--- src/rtl/y_update_sequencer_if.sv ---
// Handshake and Y SRAM bus bundle between the Y-update sequencer and its neighbours.
// master: the side driving start/done flags and SRAM requests; slave: the sequencer.
interface y_update_sequencer_if #(
  parameter int ADDR_W = 8,
  parameter int DATA_W = 16,
  parameter int ITER_W = 8
);
  logic              in_start;
  logic              in_updateYCtrlPathDoneFlag;
  logic              in_updateYwriteDoneFlag;
  logic [ADDR_W-1:0] in_updYAddr;
  logic              in_updYWe;
  logic [DATA_W-1:0] in_updYWdata;
  logic [ADDR_W-1:0] in_wrYAddr;
  logic              in_wrYWe;
  logic [DATA_W-1:0] in_wrYWdata;
  logic [ADDR_W-1:0] op_sramAddr;
  logic              op_sramWe;
  logic [DATA_W-1:0] op_sramWdata;
  logic              op_updateYmoduleEnable;
  logic              op_writeYvalEnable;
  logic [ITER_W-1:0] op_iterCount;
  logic              op_busy;
  logic              op_done;
  logic              op_error;

  modport master (
    output in_start, in_updateYCtrlPathDoneFlag, in_updateYwriteDoneFlag,
    output in_updYAddr, in_updYWe, in_updYWdata,
    output in_wrYAddr, in_wrYWe, in_wrYWdata,
    input  op_sramAddr, op_sramWe, op_sramWdata,
    input  op_updateYmoduleEnable, op_writeYvalEnable, op_iterCount,
    input  op_busy, op_done, op_error
  );

  modport slave (
    input  in_start, in_updateYCtrlPathDoneFlag, in_updateYwriteDoneFlag,
    input  in_updYAddr, in_updYWe, in_updYWdata,
    input  in_wrYAddr, in_wrYWe, in_wrYWdata,
    output op_sramAddr, op_sramWe, op_sramWdata,
    output op_updateYmoduleEnable, op_writeYvalEnable, op_iterCount,
    output op_busy, op_done, op_error
  );
endinterface

--- src/rtl/y_update_sequencer.sv ---
// Y-update loop sequencer: alternates compute and write phases NUM_ITER times per start
// and owns the single Y SRAM port. Optional per-phase watchdog under YSEQ_WATCHDOG_EN.
module y_update_sequencer #(
  parameter int ADDR_W   = 8,
  parameter int DATA_W   = 16,
  parameter int ITER_W   = 8,
  parameter int NUM_ITER = 16,
  parameter int WDOG_CYC = 1024
) (
  input  logic                clock,
  input  logic                reset,
  input  logic                soft_rst,
  y_update_sequencer_if.slave bus
);

  typedef enum logic [2:0] {
    S_IDLE    = 3'd0,
    S_COMPUTE = 3'd1,
    S_WRITE   = 3'd2,
    S_DONE    = 3'd3,
    S_ERR     = 3'd4
  } state_e;

  localparam logic [ITER_W-1:0] LAST_ITER = ITER_W'(NUM_ITER);

  generate
    if (NUM_ITER < 1 || NUM_ITER >= (1 << ITER_W)) begin : g_bad_num_iter
      $error("NUM_ITER must lie in 1..2^ITER_W-1");
    end
    if (WDOG_CYC < 1) begin : g_bad_wdog
      $error("WDOG_CYC must be at least 1");
    end
  endgenerate

  state_e            state_q, state_d;
  logic [ITER_W-1:0] iter_q, iter_d;
  logic              error_q, error_d;
  logic              upd_en_q;
  logic              wr_en_q;
  logic              busy_q;
  logic              done_q;

  logic              ctrl_done;
  logic              write_done;
  logic              wdog_expired;

  logic              sram_we;
  logic [ADDR_W-1:0] sram_addr;
  logic [DATA_W-1:0] sram_wdata;

  assign ctrl_done  = bus.in_updateYCtrlPathDoneFlag;
  assign write_done = bus.in_updateYwriteDoneFlag;

`ifdef YSEQ_WATCHDOG_EN
  localparam int WDOG_W = $clog2(WDOG_CYC + 1);
  logic [WDOG_W-1:0] wdog_q;

  // wdog_q counts cycles already spent in the current phase; the last allowed one trips it.
  assign wdog_expired = (wdog_q == WDOG_W'(WDOG_CYC - 1));
`else
  assign wdog_expired = 1'b0;
`endif

  always_comb begin
    state_d = state_q;
    iter_d  = iter_q;
    error_d = error_q;
    if (ctrl_done && write_done) begin
      state_d = S_ERR;
      error_d = 1'b1;
    end else begin
      case (state_q)
        S_IDLE, S_DONE, S_ERR: begin
          if (ctrl_done || write_done) begin
            state_d = S_ERR;
            error_d = 1'b1;
          end else if (bus.in_start) begin
            state_d = S_COMPUTE;
            iter_d  = '0;
            error_d = 1'b0;
          end
        end
        S_COMPUTE: begin
          if (write_done) begin
            state_d = S_ERR;
            error_d = 1'b1;
          end else if (ctrl_done) begin
            state_d = S_WRITE;
          end else if (wdog_expired) begin
            state_d = S_ERR;
            error_d = 1'b1;
          end
        end
        S_WRITE: begin
          if (ctrl_done) begin
            state_d = S_ERR;
            error_d = 1'b1;
          end else if (write_done) begin
            iter_d  = iter_q + 1'b1;
            state_d = (iter_d == LAST_ITER) ? S_DONE : S_COMPUTE;
          end else if (wdog_expired) begin
            state_d = S_ERR;
            error_d = 1'b1;
          end
        end
        default: begin
          state_d = S_ERR;
          error_d = 1'b1;
        end
      endcase
    end
  end

  // Enables, busy and done are registered from the next state so they line up with state_q.
  always_ff @(posedge clock) begin
    if (!reset || soft_rst) begin
      state_q  <= S_IDLE;
      iter_q   <= '0;
      error_q  <= 1'b0;
      upd_en_q <= 1'b0;
      wr_en_q  <= 1'b0;
      busy_q   <= 1'b0;
      done_q   <= 1'b0;
`ifdef YSEQ_WATCHDOG_EN
      wdog_q   <= '0;
`endif
    end else begin
      state_q  <= state_d;
      iter_q   <= iter_d;
      error_q  <= error_d;
      upd_en_q <= (state_d == S_COMPUTE);
      wr_en_q  <= (state_d == S_WRITE);
      busy_q   <= (state_d == S_COMPUTE) || (state_d == S_WRITE);
      done_q   <= (state_q == S_WRITE) && (state_d == S_DONE);
`ifdef YSEQ_WATCHDOG_EN
      if (state_d != state_q) begin
        wdog_q <= '0;
      end else if (state_q == S_COMPUTE || state_q == S_WRITE) begin
        wdog_q <= wdog_q + 1'b1;
      end
`endif
    end
  end

  // Only the active phase reaches the SRAM; the other requester is silently dropped.
  always_comb begin
    sram_we    = 1'b0;
    sram_addr  = '0;
    sram_wdata = '0;
    case (state_q)
      S_COMPUTE: begin
        sram_we    = bus.in_updYWe;
        sram_addr  = bus.in_updYAddr;
        sram_wdata = bus.in_updYWdata;
      end
      S_WRITE: begin
        sram_we    = bus.in_wrYWe;
        sram_addr  = bus.in_wrYAddr;
        sram_wdata = bus.in_wrYWdata;
      end
      default: begin
        sram_we    = 1'b0;
        sram_addr  = '0;
        sram_wdata = '0;
      end
    endcase
  end

  assign bus.op_sramWe              = sram_we;
  assign bus.op_sramAddr            = sram_addr;
  assign bus.op_sramWdata           = sram_wdata;
  assign bus.op_updateYmoduleEnable = upd_en_q;
  assign bus.op_writeYvalEnable     = wr_en_q;
  assign bus.op_iterCount           = iter_q;
  assign bus.op_busy                = busy_q;
  assign bus.op_done                = done_q;
  assign bus.op_error               = error_q;

endmodule
--- src/flat_wrapper.sv ---
// flat-port wrapper written by rule: the top's interface ports become plain ports
module y_update_sequencer_flat 
#(
  parameter int ADDR_W   = 8,
  parameter int DATA_W   = 16,
  parameter int ITER_W   = 8,
  parameter int NUM_ITER = 16,
  parameter int WDOG_CYC = 1024
)
  (clock, reset, soft_rst, bus_in_start, bus_in_updateYCtrlPathDoneFlag, bus_in_updateYwriteDoneFlag, bus_in_updYAddr, bus_in_updYWe, bus_in_updYWdata, bus_in_wrYAddr, bus_in_wrYWe, bus_in_wrYWdata, bus_op_sramAddr, bus_op_sramWe, bus_op_sramWdata, bus_op_updateYmoduleEnable, bus_op_writeYvalEnable, bus_op_iterCount, bus_op_busy, bus_op_done, bus_op_error);
  y_update_sequencer_if #(.ADDR_W(ADDR_W), .DATA_W(DATA_W), .ITER_W(ITER_W)) bus_i ();
  input  logic clock;
  input  logic reset;
  input  logic soft_rst;
  input wire logic [$bits(bus_i.in_start)-1:0] bus_in_start;
  input wire logic [$bits(bus_i.in_updateYCtrlPathDoneFlag)-1:0] bus_in_updateYCtrlPathDoneFlag;
  input wire logic [$bits(bus_i.in_updateYwriteDoneFlag)-1:0] bus_in_updateYwriteDoneFlag;
  input wire logic [$bits(bus_i.in_updYAddr)-1:0] bus_in_updYAddr;
  input wire logic [$bits(bus_i.in_updYWe)-1:0] bus_in_updYWe;
  input wire logic [$bits(bus_i.in_updYWdata)-1:0] bus_in_updYWdata;
  input wire logic [$bits(bus_i.in_wrYAddr)-1:0] bus_in_wrYAddr;
  input wire logic [$bits(bus_i.in_wrYWe)-1:0] bus_in_wrYWe;
  input wire logic [$bits(bus_i.in_wrYWdata)-1:0] bus_in_wrYWdata;
  output wire logic [$bits(bus_i.op_sramAddr)-1:0] bus_op_sramAddr;
  output wire logic [$bits(bus_i.op_sramWe)-1:0] bus_op_sramWe;
  output wire logic [$bits(bus_i.op_sramWdata)-1:0] bus_op_sramWdata;
  output wire logic [$bits(bus_i.op_updateYmoduleEnable)-1:0] bus_op_updateYmoduleEnable;
  output wire logic [$bits(bus_i.op_writeYvalEnable)-1:0] bus_op_writeYvalEnable;
  output wire logic [$bits(bus_i.op_iterCount)-1:0] bus_op_iterCount;
  output wire logic [$bits(bus_i.op_busy)-1:0] bus_op_busy;
  output wire logic [$bits(bus_i.op_done)-1:0] bus_op_done;
  output wire logic [$bits(bus_i.op_error)-1:0] bus_op_error;
  assign bus_i.in_start = bus_in_start;
  assign bus_i.in_updateYCtrlPathDoneFlag = bus_in_updateYCtrlPathDoneFlag;
  assign bus_i.in_updateYwriteDoneFlag = bus_in_updateYwriteDoneFlag;
  assign bus_i.in_updYAddr = bus_in_updYAddr;
  assign bus_i.in_updYWe = bus_in_updYWe;
  assign bus_i.in_updYWdata = bus_in_updYWdata;
  assign bus_i.in_wrYAddr = bus_in_wrYAddr;
  assign bus_i.in_wrYWe = bus_in_wrYWe;
  assign bus_i.in_wrYWdata = bus_in_wrYWdata;
  assign bus_op_sramAddr = bus_i.op_sramAddr;
  assign bus_op_sramWe = bus_i.op_sramWe;
  assign bus_op_sramWdata = bus_i.op_sramWdata;
  assign bus_op_updateYmoduleEnable = bus_i.op_updateYmoduleEnable;
  assign bus_op_writeYvalEnable = bus_i.op_writeYvalEnable;
  assign bus_op_iterCount = bus_i.op_iterCount;
  assign bus_op_busy = bus_i.op_busy;
  assign bus_op_done = bus_i.op_done;
  assign bus_op_error = bus_i.op_error;
  y_update_sequencer #(.ADDR_W(ADDR_W), .DATA_W(DATA_W), .ITER_W(ITER_W), .NUM_ITER(NUM_ITER), .WDOG_CYC(WDOG_CYC)) u_core (.clock(clock), .reset(reset), .soft_rst(soft_rst), .bus(bus_i));
endmodule
--- config.mk ---
export PLATFORM = sky130hd
export DESIGN_NAME = y_update_sequencer_flat
export DESIGN_NICKNAME = d
export VERILOG_FILES = /design/src/rtl/y_update_sequencer_if.sv /design/src/rtl/y_update_sequencer.sv /design/src/flat_wrapper.sv
export SDC_FILE = /design/constraint.sdc
export NUM_CORES = 1
export LEC_CHECK = 0
export BUFFER_PORTS_ARGS = -buffer_cell sky130_fd_sc_hd__buf_2
export CAP_MARGIN = 15
export CORE_MARGIN = 3
export CORE_UTILIZATION = 30
export DETAILED_ROUTE_END_ITERATION = 7
export MAX_ROUTING_LAYER = met4
export PLACE_DENSITY_LB_ADDON = 0.12
export SLEW_MARGIN = 20
export SYNTH_ARGS = -nofsm -noshare
export SYNTH_HDL_FRONTEND = slang
export SYNTH_SLANG_ARGS = --single-unit
--- constraint.sdc ---
create_clock -name clock -period 2.3 [get_ports clock]
set_input_delay 0.46 -clock clock [delete_from_list [all_inputs] [get_ports clock]]
set_output_delay 0.46 -clock clock [all_outputs]
set_load 0.02 [all_outputs]
==> flow_summary.yaml, run 1 <==
setup_path:
  cp.arrival_ps: 1650
  end_kind: "output port"
  critPathMaxStageDelay_ps: 550
  r2r_end: "u_core.bus.op_busy$_SDFF_PP0_"
  crit_path_start_kind: "flop"
  criticalPathCategory: "flop to output port"
  crit_slowest_cell: "dfxtp_1"
  critPathBufInv: 2
  worstPathCellList: "nand2b_1, nor2_1, buf_4, a22o_1, buf_2"
  crit_family: "flip-flops"
  required_ps: 1840
  reg2reg_depth: 6
  reg2reg_slack_ps: 230
  cp_max_fo: 25
  timing.rr.start: "u_core.bus.op_iterCount[0]$_SDFFE_PP0P_"
floorplan:
  die_x_um: 66.76
  ioPinCount: 94
  rows: 21
  start_util_pct: 32.17
  die_h_um: 66.76
  dieArea_sq_um: 4456
  core-area_sq_um: 3442
final_layout:
  drive_gt1_share_pct: 46.52
  n_fill_cell: 379
  nNetsFinal: 290
  diodes: 0
  areaGrowthSynthToFinish_pct: 53.56
clock_tree:
  clockRootBuffer: "clkbuf_8"
  clk_pin_slew_worst_paths_ps: 60
  cts_tree: "yes"
  numCtsBuffers: 3
  htreeDepth: 1
  ctsHoldBuffers: 0
  clock_insertion_delay_worst_skew_ps: 240
  clk_path_buf_depth: 2
  cts_resized: 0
  post-cts-setup-buffers: 0
  numClockSinks: 16
synthesis:
  postSynth.asyncResetShare_pct: 0
  synthTopCellsByCount: "25 x a22o_1, 16 x dfxtp_1, 10 x nand2_1"
  yosysSeqAreaShare_pct: 28.93
  synth_fp_nets: 195
  yosysMostFrequentCell: "a22o_1"
  synth_cell_types: 39
  yosys-top-cells-area: "dfxtp_1 29%, a22o_1 20%, a21oi_1 3.6%"
  yosysWarnings: 0
  postSynthCellCount: 137
  synth.top_cell.area_share_pct: 28.93
  synth_edf_count: 0
  synth_seq_cells: 16
  ys.flop_type: "dfxtp_1"
  synth_area_sq_um: 1107
  avgSynthCellArea_sq_um: 8.083
  synth_top_area_cell: "dfxtp_1"
timing:
  slew_violations: 0
  fin_crit_sh_pct: 91.90
  tightest_slew_ps: 410.8
  final_hold_viol_count: 0
  setup_ws_ps: 186.4
  max_freq_ghz: 0.4731
  period_needed_ps: 2114
  relSlewSlack_pct: 72.23
  fin_setup_tns_ps: 0
  rsz0062_at_grt: "no"
  fin_worst_skew_ps: 3.062
  finalSetupViolations: 0
route:
  vias_per_cell: 5.011
  dr_total_vias: 1383
  drtPass1Iterations: 4
  wl_um: 3795
  drcViolationCount: 0
  wl_per_cell_um: 13.75
  drt_iter0_drc: 67
  ant_nets: 0
global_routing:
  grt_pass1_wl_um: 5651
  antenna_found_initial: 0
  gr-usage-all-layers_pct: 16.55
  grt_max_degree: 35
  grt_pass1_vias: 1244
  grt_remaining_overflow: 0
min_path:
  worst_hold_startpoint: "u_core.bus.op_error$_SDFFE_PP0P_"
  holdPathStages: 2
  hold_path.class: "flop to flop"
  holdPathEnd: "u_core.bus.op_error$_SDFFE_PP0P_"
power:
  leakagePower_uw: 0.0008517
  p_per_area_nw_per_um2: 341.6
  power_frac_comb_pct: 16.6
  peakVddDrop_mv: 0.1991
  p_int_uw: 447.5
  p_seq_share_pct: 48.9
  swShare_pct: 22.95
  clkPwrFrac_pct: 34.5
  power.net_switching_uw: 133.3
placement:
  dp.final_hpwl_um: 2945
  routabilityCongestion: 0.7536
  port_buffers: 93
  pre_cts_ws_ps: 247.8
job:
  cap_viol_max_count: 0
status:
  status: "finished clean"
==> cell families (layout without fill, tap and decap cells) <==
group | after synthesis | in the layout | synth area share [%]
buffers and inverters | 13 | 106 | 4.406
and+or+nand+nor | 47 | 47 | 23.62
muxes | 1 | 1 | 1.017
adders and majority gates | 2 | 2 | 2.260
xor gates and xnor gates | 3 | 3 | 2.373
AOI/OAI and AO/OA | 55 | 55 | 37.40
DFF | 16 | 16 | 28.93
==> tightest hold or removal path, cell delays in order (launching register included) <==
cell and delay, ps:
dfxtp_1 310, nand2_1 50, a21oi_1 50
==> state kept, by name, summed over array words and instances, names as in the netlist <==
| register | count |
|---|---|
| u_core.bus.op_busy | 1 |
| u_core.bus.op_done | 1 |
| u_core.bus.op_error | 1 |
| u_core.bus.op_iterCount | 8 |
| u_core.bus.op_updateYmoduleEnable | 1 |
| u_core.bus.op_writeYvalEnable | 1 |
| u_core.state_q | 3 |
==> per-layer routing <==
layer  track usage (%)  share of wire [%]
met1             21.54                 45
met4             5.076               0.32
met3             2.361                5.7
met2             26.49                 49
met5                 -                  0
==> placed cells by master (no fill, tap or decap), types with 4 or more instances in the layout <==
| cell | synthesis | final |
|---|---|---|
| a21oi_1 | 8 | 8 |
| a22o_1 | 25 | 25 |
| a31oi_1 | 5 | 5 |
| buf_2 | 0 | 93 |
| buf_4 | 0 | 5 |
| dfxtp_1 | 16 | 16 |
| inv_1 | 4 | 4 |
| nand2_1 | 10 | 10 |
| nand2b_1 | 6 | 6 |
| nand3_1 | 4 | 4 |
| nor2_1 | 8 | 8 |
| o21ai_0 | 6 | 6 |
==> power by group through the flow <==
stage	Sequential [uW]	Clock [uW]	Combinational [uW]
finish	284	200	96.4
floorplan	291	0	33.7
CTS	284	208	96.4
detailed placement	290	0	96.0
global route	284	220	107
global placement	290	0	96.0
==> final cells by class <==
type	instances	area, sq um	area share, %
multi-input cells	108	743.2	43.71
repair buffers	99	523.0	30.76
flip-flops and latches	16	320.3	18.84
well taps	46	57.56	3.385
clock buffers	3	41.29	2.428
inverters	4	15.01	0.8830
==> stage by stage <==
step	power, uW	instance area (sq um)	utilization (%)	hold WS (ps)	std cells
2_1_floorplan	324.4	1107	-	532.7	137
3_3_place_gp	386.0	1659	48.20	452.8	273
3_5_place_dp	386.2	1659	48.20	448.6	273
4_1_cts	588.4	1700	49.40	456.1	276
5_1_grt	611.0	1700	49.40	471.7	276
6_report	580.8	1700	49.40	453.1	276
==> worst max path at each step <==
stage,from,cells after the start,end,slack [ps]
final,u_core.state_q[0]$_SDFF_PP0_,5,bus_op_sramWdata[0],190
after detailed placement,u_core.bus.op_iterCount[0]$_SDFFE_PP0P_,6,u_core.bus.op_busy$_SDFF_PP0_,250
after CTS,u_core.state_q[0]$_SDFF_PP0_,5,bus_op_sramWdata[0],190
after global placement,u_core.bus.op_iterCount[0]$_SDFFE_PP0P_,6,u_core.bus.op_busy$_SDFF_PP0_,280
after floorplan,u_core.bus.op_iterCount[0]$_SDFFE_PP0P_,6,u_core.bus.op_busy$_SDFF_PP0_,200
after global routing,u_core.bus.op_iterCount[0]$_SDFFE_PP0P_,6,u_core.bus.op_done$_SDFF_PP0_,80
(Power assumes the default switching activity.)
==> inputs of run 2 (changes only) <==
--- a/config.mk
+++ b/config.mk
@@ -7,8 +7,10 @@
 export LEC_CHECK = 0
 export BUFFER_PORTS_ARGS = -buffer_cell sky130_fd_sc_hd__buf_2
 export CAP_MARGIN = 15
+export CELL_PAD_IN_SITES_DETAIL_PLACEMENT = 1
+export CELL_PAD_IN_SITES_GLOBAL_PLACEMENT = 1
 export CORE_MARGIN = 3
-export CORE_UTILIZATION = 30
+export CORE_UTILIZATION = 25
 export DETAILED_ROUTE_END_ITERATION = 7
 export MAX_ROUTING_LAYER = met4
 export PLACE_DENSITY_LB_ADDON = 0.12
==> run 2 against run 1 <==
  * Global-route usage grew 1.8 points
  * First-iteration DRC count fell by 31%
  * Clock power rose by 28%
  * Critical path depth grew 1
  * Design area is 1.2% higher
  * Clock skew shrank 1.1 ps
  * Non-clock buffer count rose by 1
  * Wire length grew 28%
  * Power rose by 10%
  * Setup slack improved by 21 ps
  * Critical path type is now flop to flop
  * Critical endpoint is now u_core.bus.op_busy$_SDFF_PP0_
==> flow_summary.yaml, run 2 (synthesis gave the netlist of run 1 again) <==
global_routing:
  gr-usage-all-layers_pct: 18.35
  grt_pass1_wl_um: 7541
  grt_max_degree: 26
  grt_pass1_vias: 1527
  grt_remaining_overflow: 0
  antenna_found_initial: 0
timing:
  period_needed_ps: 2093
  finalSetupViolations: 0
  rsz0062_at_grt: "no"
  final_hold_viol_count: 0
  tightest_slew_ps: 524.2
  relSlewSlack_pct: 64.56
  fin_worst_skew_ps: 1.956
  slew_violations: 0
  fin_crit_sh_pct: 91.00
  max_freq_ghz: 0.4778
  fin_setup_tns_ps: 0
final_layout:
  nNetsFinal: 291
  drive_gt1_share_pct: 47.84
  n_fill_cell: 543
  layout_commonest_cell: "buf_2"
  areaGrowthSynthToFinish_pct: 55.37
  largest_register_ffs: 8
  multi_input_area_sq_um: 743.2
  regArea_sq_um: 322.8
  mostFrequentLayoutCells: "93 x buf_2, 25 x a22o_1, 14 x dfxtp_1"
  diodes: 0
setup_path:
  required_ps: 2450
  crit_family: "compound AO/OA/AOI/OAI gates"
  reg2reg_depth: 6
  cp-startpoint: "u_core.bus.op_iterCount[0]$_SDFFE_PP0P_"
  crit_slowest_cell: "dfxtp_1"
  cp_max_fo: 7
  end_kind: "flop"
  r2r_end: "u_core.bus.op_busy$_SDFF_PP0_"
  critPathBufInv: 0
  reg2reg_slack_ps: 210
  worstPathCellList: "ha_1, nand2_1, or3_1, a311o_1, o31a_1, a21o_1"
  crit_path_start_kind: "flop"
  criticalPathCategory: "flop to flop"
  critPathMaxStageDelay_ps: 430
  timing.rr.start: "u_core.bus.op_iterCount[0]$_SDFFE_PP0P_"
  cp.arrival_ps: 2250
min_path:
  holdPathStages: 2
  holdPathEnd: "u_core.bus.op_error$_SDFFE_PP0P_"
  worst_hold_startpoint: "u_core.bus.op_error$_SDFFE_PP0P_"
  hold_path.class: "flop to flop"
route:
  wl_per_cell_um: 17.17
  drt_iter0_drc: 46
  vias_per_cell: 5.252
  ant_nets: 0
  drcViolationCount: 0
  dr_total_vias: 1481
  drtPass1Iterations: 4
  wl_um: 4842
power:
  clkPwrFrac_pct: 40.1
  swShare_pct: 24.49
  leakagePower_uw: 0.0008634
  p_seq_share_pct: 44.3
  power_frac_comb_pct: 15.6
  p_per_area_nw_per_um2: 372.4
  peakVddDrop_mv: 0.2855
  finalPower_uw: 640.7
  power.net_switching_uw: 156.9
  p_int_uw: 483.8
clock_tree:
  cts_tree: "yes"
  numClockSinks: 16
  clock_insertion_delay_worst_skew_ps: 250
  clockRootBuffer: "clkbuf_8"
  clk_path_buf_depth: 2
  htreeDepth: 1
  post-cts-setup-buffers: 0
  numCtsBuffers: 3
  clk_pin_slew_worst_paths_ps: 70
placement:
  routabilityCongestion: 0.8339
  dp.final_hpwl_um: 3910
  port_buffers: 93
job:
  cap_viol_max_count: 0
status:
  status: "finished clean"
floorplan:
  ioPinCount: 94
  dieArea_sq_um: 5264
  die_h_um: 72.55
  core-area_sq_um: 4144
  rows: 23
  die_x_um: 72.55
  start_util_pct: 26.72
## run 2: worst max-delay path by stage
stage,end,slack [ps],cells past startpoint
global route,u_core.bus.op_done$_SDFF_PP0_,70,6
global placement,u_core.bus.op_busy$_SDFF_PP0_,290,6
finish,u_core.bus.op_busy$_SDFF_PP0_,210,6
CTS,bus_op_sramWdata[8],70,5
detailed placement,u_core.bus.op_busy$_SDFF_PP0_,220,6
floorplan,u_core.bus.op_busy$_SDFF_PP0_,200,6
## run 2: repair_timing
item,4_1_cts,5_1_grt
endpoints found under the setup margin,0,25
hold buffers,0,0
resized for setup,0,3
## run 2: layout make-up
cell class                      instances  area share (%)
Timing Repair Buffer                  100           30.33
Tap cell                               50           3.636
Sequential cell                        16           18.76
Multi-Input combinational cell        108           43.20
Inverter                                4          0.8727
Clock buffer                            4           3.200
## run 2: routing by layer
metal	up-vias	GRT usage (%)	share of wire (%)
met5	-	-	0
met4	0	5.943	2.2
met3	13	3.047	4.7
met2	44	32.57	54
met1	711	20.78	39
li1	713	-	-
## run 2: power by group through the flow
stage               Sequential, uW  Combinational, uW  Clock, uW
finish                         284                100        257
global route                   284                109        280
CTS                            284                100        263
detailed placement             290               99.8          0
global placement               290               96.5          0
floorplan                      291               33.7          0
## run 2: tightest hold or removal path: cells and delay by family (launching register included)
family          cells  cell delay (ps)
flops               1              310
simple gates        1               60
compound gates      1               50
## run 2: metrics by stage
stage | area (sq um) | setup WS [ps] | instances | hold slack [ps] | utilization, %
3_5_place_dp | 1659 | 217.6 | 278 | 460.9 | 40.04
5_1_grt | 1720 | 66.03 | 282 | 498.6 | 41.52
4_1_cts | 1714 | 68.87 | 282 | 470.2 | 41.36
2_1_floorplan | 1107 | 199.9 | 137 | 532.7 | -
3_3_place_gp | 1659 | 286.2 | 278 | 462.7 | 40.04
6_report | 1720 | 206.9 | 282 | 465.0 | 41.52
==> inputs of run 3 (changes only) <==
--- a/config.mk
+++ b/config.mk
@@ -14,6 +14,7 @@
 export DETAILED_ROUTE_END_ITERATION = 7
 export MAX_ROUTING_LAYER = met4
 export PLACE_DENSITY_LB_ADDON = 0.12
+export RECOVER_POWER = 100
 export SLEW_MARGIN = 20
 export SYNTH_ARGS = -nofsm -noshare
 export SYNTH_HDL_FRONTEND = slang
==> run 3 against run 2 <==
  * Sequential power about the same
  * Critical path type is now flop to output port
  * Worst hold slack gained 6.9 ps
  * Design area down 1.4%
  * Power is 0.23% lower
  * Register-to-register slack is essentially flat
  * Highest routed layer unchanged
==> flow_summary.yaml, run 3 (synthesis gave the netlist of run 1 again) <==
status:
  status: "finished clean"
setup_path:
  cp.arrival_ps: 1650
  required_ps: 1840
  crit_path_start_kind: "flop"
  cp_max_fo: 25
  end_kind: "output port"
  criticalPathCategory: "flop to output port"
timing:
  period_needed_ps: 2110
  fin_crit_sh_pct: 91.72
  setup_ws_ps: 190.4
  max_freq_ghz: 0.4740
  rsz0062_at_grt: "no"
  timing.hold.ws_ps: 471.9
  final_hold_viol_count: 0
  fin_worst_skew_ps: 1.685
  relSlewSlack_pct: 66.58
  slew_violations: 0
  fin_setup_tns_ps: 0
  finalSetupViolations: 0
  tightest_slew_ps: 494.3
floorplan:
  rows: 23
  die_x_um: 72.55
  ioPinCount: 94
  dieArea_sq_um: 5264
  start_util_pct: 26.72
  die_h_um: 72.55
  core-area_sq_um: 4144
power:
  peakVddDrop_mv: 0.2847
  power_frac_comb_pct: 15.5
  p_per_area_nw_per_um2: 376.8
  swShare_pct: 24.51
  clkPwrFrac_pct: 40.1
  power.net_switching_uw: 156.7
  leakagePower_uw: 0.0007755
  p_seq_share_pct: 44.4
  p_int_uw: 482.6
route:
  vias_per_cell: 5.248
  drtPass1Iterations: 4
  dr_total_vias: 1480
  drcViolationCount: 0
  wl_um: 4782
  drt_iter0_drc: 30
  wl_per_cell_um: 16.96
  ant_nets: 0
final_layout:
  largest_register_ffs: 8
  diodes: 0
  finalInstanceArea_sq_um: 1697
  nNetsFinal: 291
  stdcell_count: 282
  mostFrequentLayoutCells: "57 x buf_2, 25 x a22o_1, 23 x clkbuf_2"
  multi_input_area_sq_um: 743.2
  layout_commonest_cell: "buf_2"
  n_fill_cell: 548
  regArea_sq_um: 322.8
  areaGrowthSynthToFinish_pct: 53.22
  drive_gt1_share_pct: 41.38
placement:
  port_buffers: 93
  dp.final_hpwl_um: 3910
  dp.cells: 278
  post_dp_cell_area_sq_um: 1659
  routabilityCongestion: 0.8339
  pre_cts_ws_ps: 217.6
clock_tree:
  numClockSinks: 16
  cts_tree: "yes"
  htreeDepth: 1
  clk_path_buf_depth: 2
  clockRootBuffer: "clkbuf_8"
  ctsHoldBuffers: 0
  clk_pin_slew_worst_paths_ps: 70
  numCtsBuffers: 3
  clock_insertion_delay_worst_skew_ps: 250
min_path:
  hold_path.class: "flop to flop"
global_routing:
  grt_max_degree: 26
  grt_pass1_vias: 1527
  antenna_found_initial: 0
  gr-usage-all-layers_pct: 18.35
  grt_remaining_overflow: 0
  grt_pass1_wl_um: 7541
job:
  cap_viol_max_count: 0
## run 3: cell count changes in the layout (fill, tap and decap cells not counted)
cell,previous run,this run
buf_4,6,3
buf_2,93,57
clkbuf_2,0,23
and2_0,0,1
clkbuf_1,0,15
and2_1,1,0
clkbuf_4,0,1
## run 3: metal layers
metal	vias up	global-route usage (%)	share of wire, %
li1	712	-	-
met1	713	20.78	38
met2	42	32.57	55
met3	13	3.047	4.9
met4	0	5.943	2.1
met5	-	-	0
## run 3: what timing repair did
item,4_1_cts,5_1_grt
buffers inserted,0,0
setup endpoints to repair,0,25
gates resized for setup,0,3
## run 3: area by class of cell
| class | instances | area share [%] |
|---|---|---|
| Timing Repair Buffer | 100 | 29.35 |
| Inverter | 4 | 0.8850 |
| Sequential cell | 16 | 19.03 |
| Clock buffer | 4 | 3.245 |
| Multi-Input combinational cell | 108 | 43.81 |
| Tap cell | 50 | 3.687 |
## run 3: final timing paths
path	endpoint	start	cells after the start	slack (ps)
worst max-delay path	bus_op_sramWdata[8]	u_core.state_q[1]$_SDFF_PP0_	5	190
worst min-delay path	u_core.bus.op_error$_SDFFE_PP0P_	u_core.bus.op_error$_SDFFE_PP0P_	2	470
worst min register to register	u_core.bus.op_error$_SDFFE_PP0P_	u_core.bus.op_error$_SDFFE_PP0P_	2	470
worst max register to register	u_core.bus.op_busy$_SDFF_PP0_	u_core.bus.op_iterCount[0]$_SDFFE_PP0P_	6	200
## run 3: power by group through the flow
stage / clock network, uW / logic, uW / registers [uW]
3_5_place_dp: 0 / 99.8 / 290
3_3_place_gp: 0 / 96.5 / 290
5_1_grt: 280 / 108 / 284
6_report: 256 / 99.0 / 284
2_1_floorplan: 0 / 33.7 / 291
4_1_cts: 263 / 100 / 284
## run 3: through the flow
step                      power (uW)  util (%)
final                          639.3     40.94
after global routing           671.8     40.94
after CTS                      647.4     41.36
after detailed placement       389.9     40.04
after global placement         386.4     40.04
after floorplan                324.4         -
## run 3: worst max-delay path, cell delays in order (launching register included)
cell      delay (ps)
dfxtp_2          390
inv_1            110
nor3_2           270
buf_6            250
a22o_1           180
clkbuf_2         180
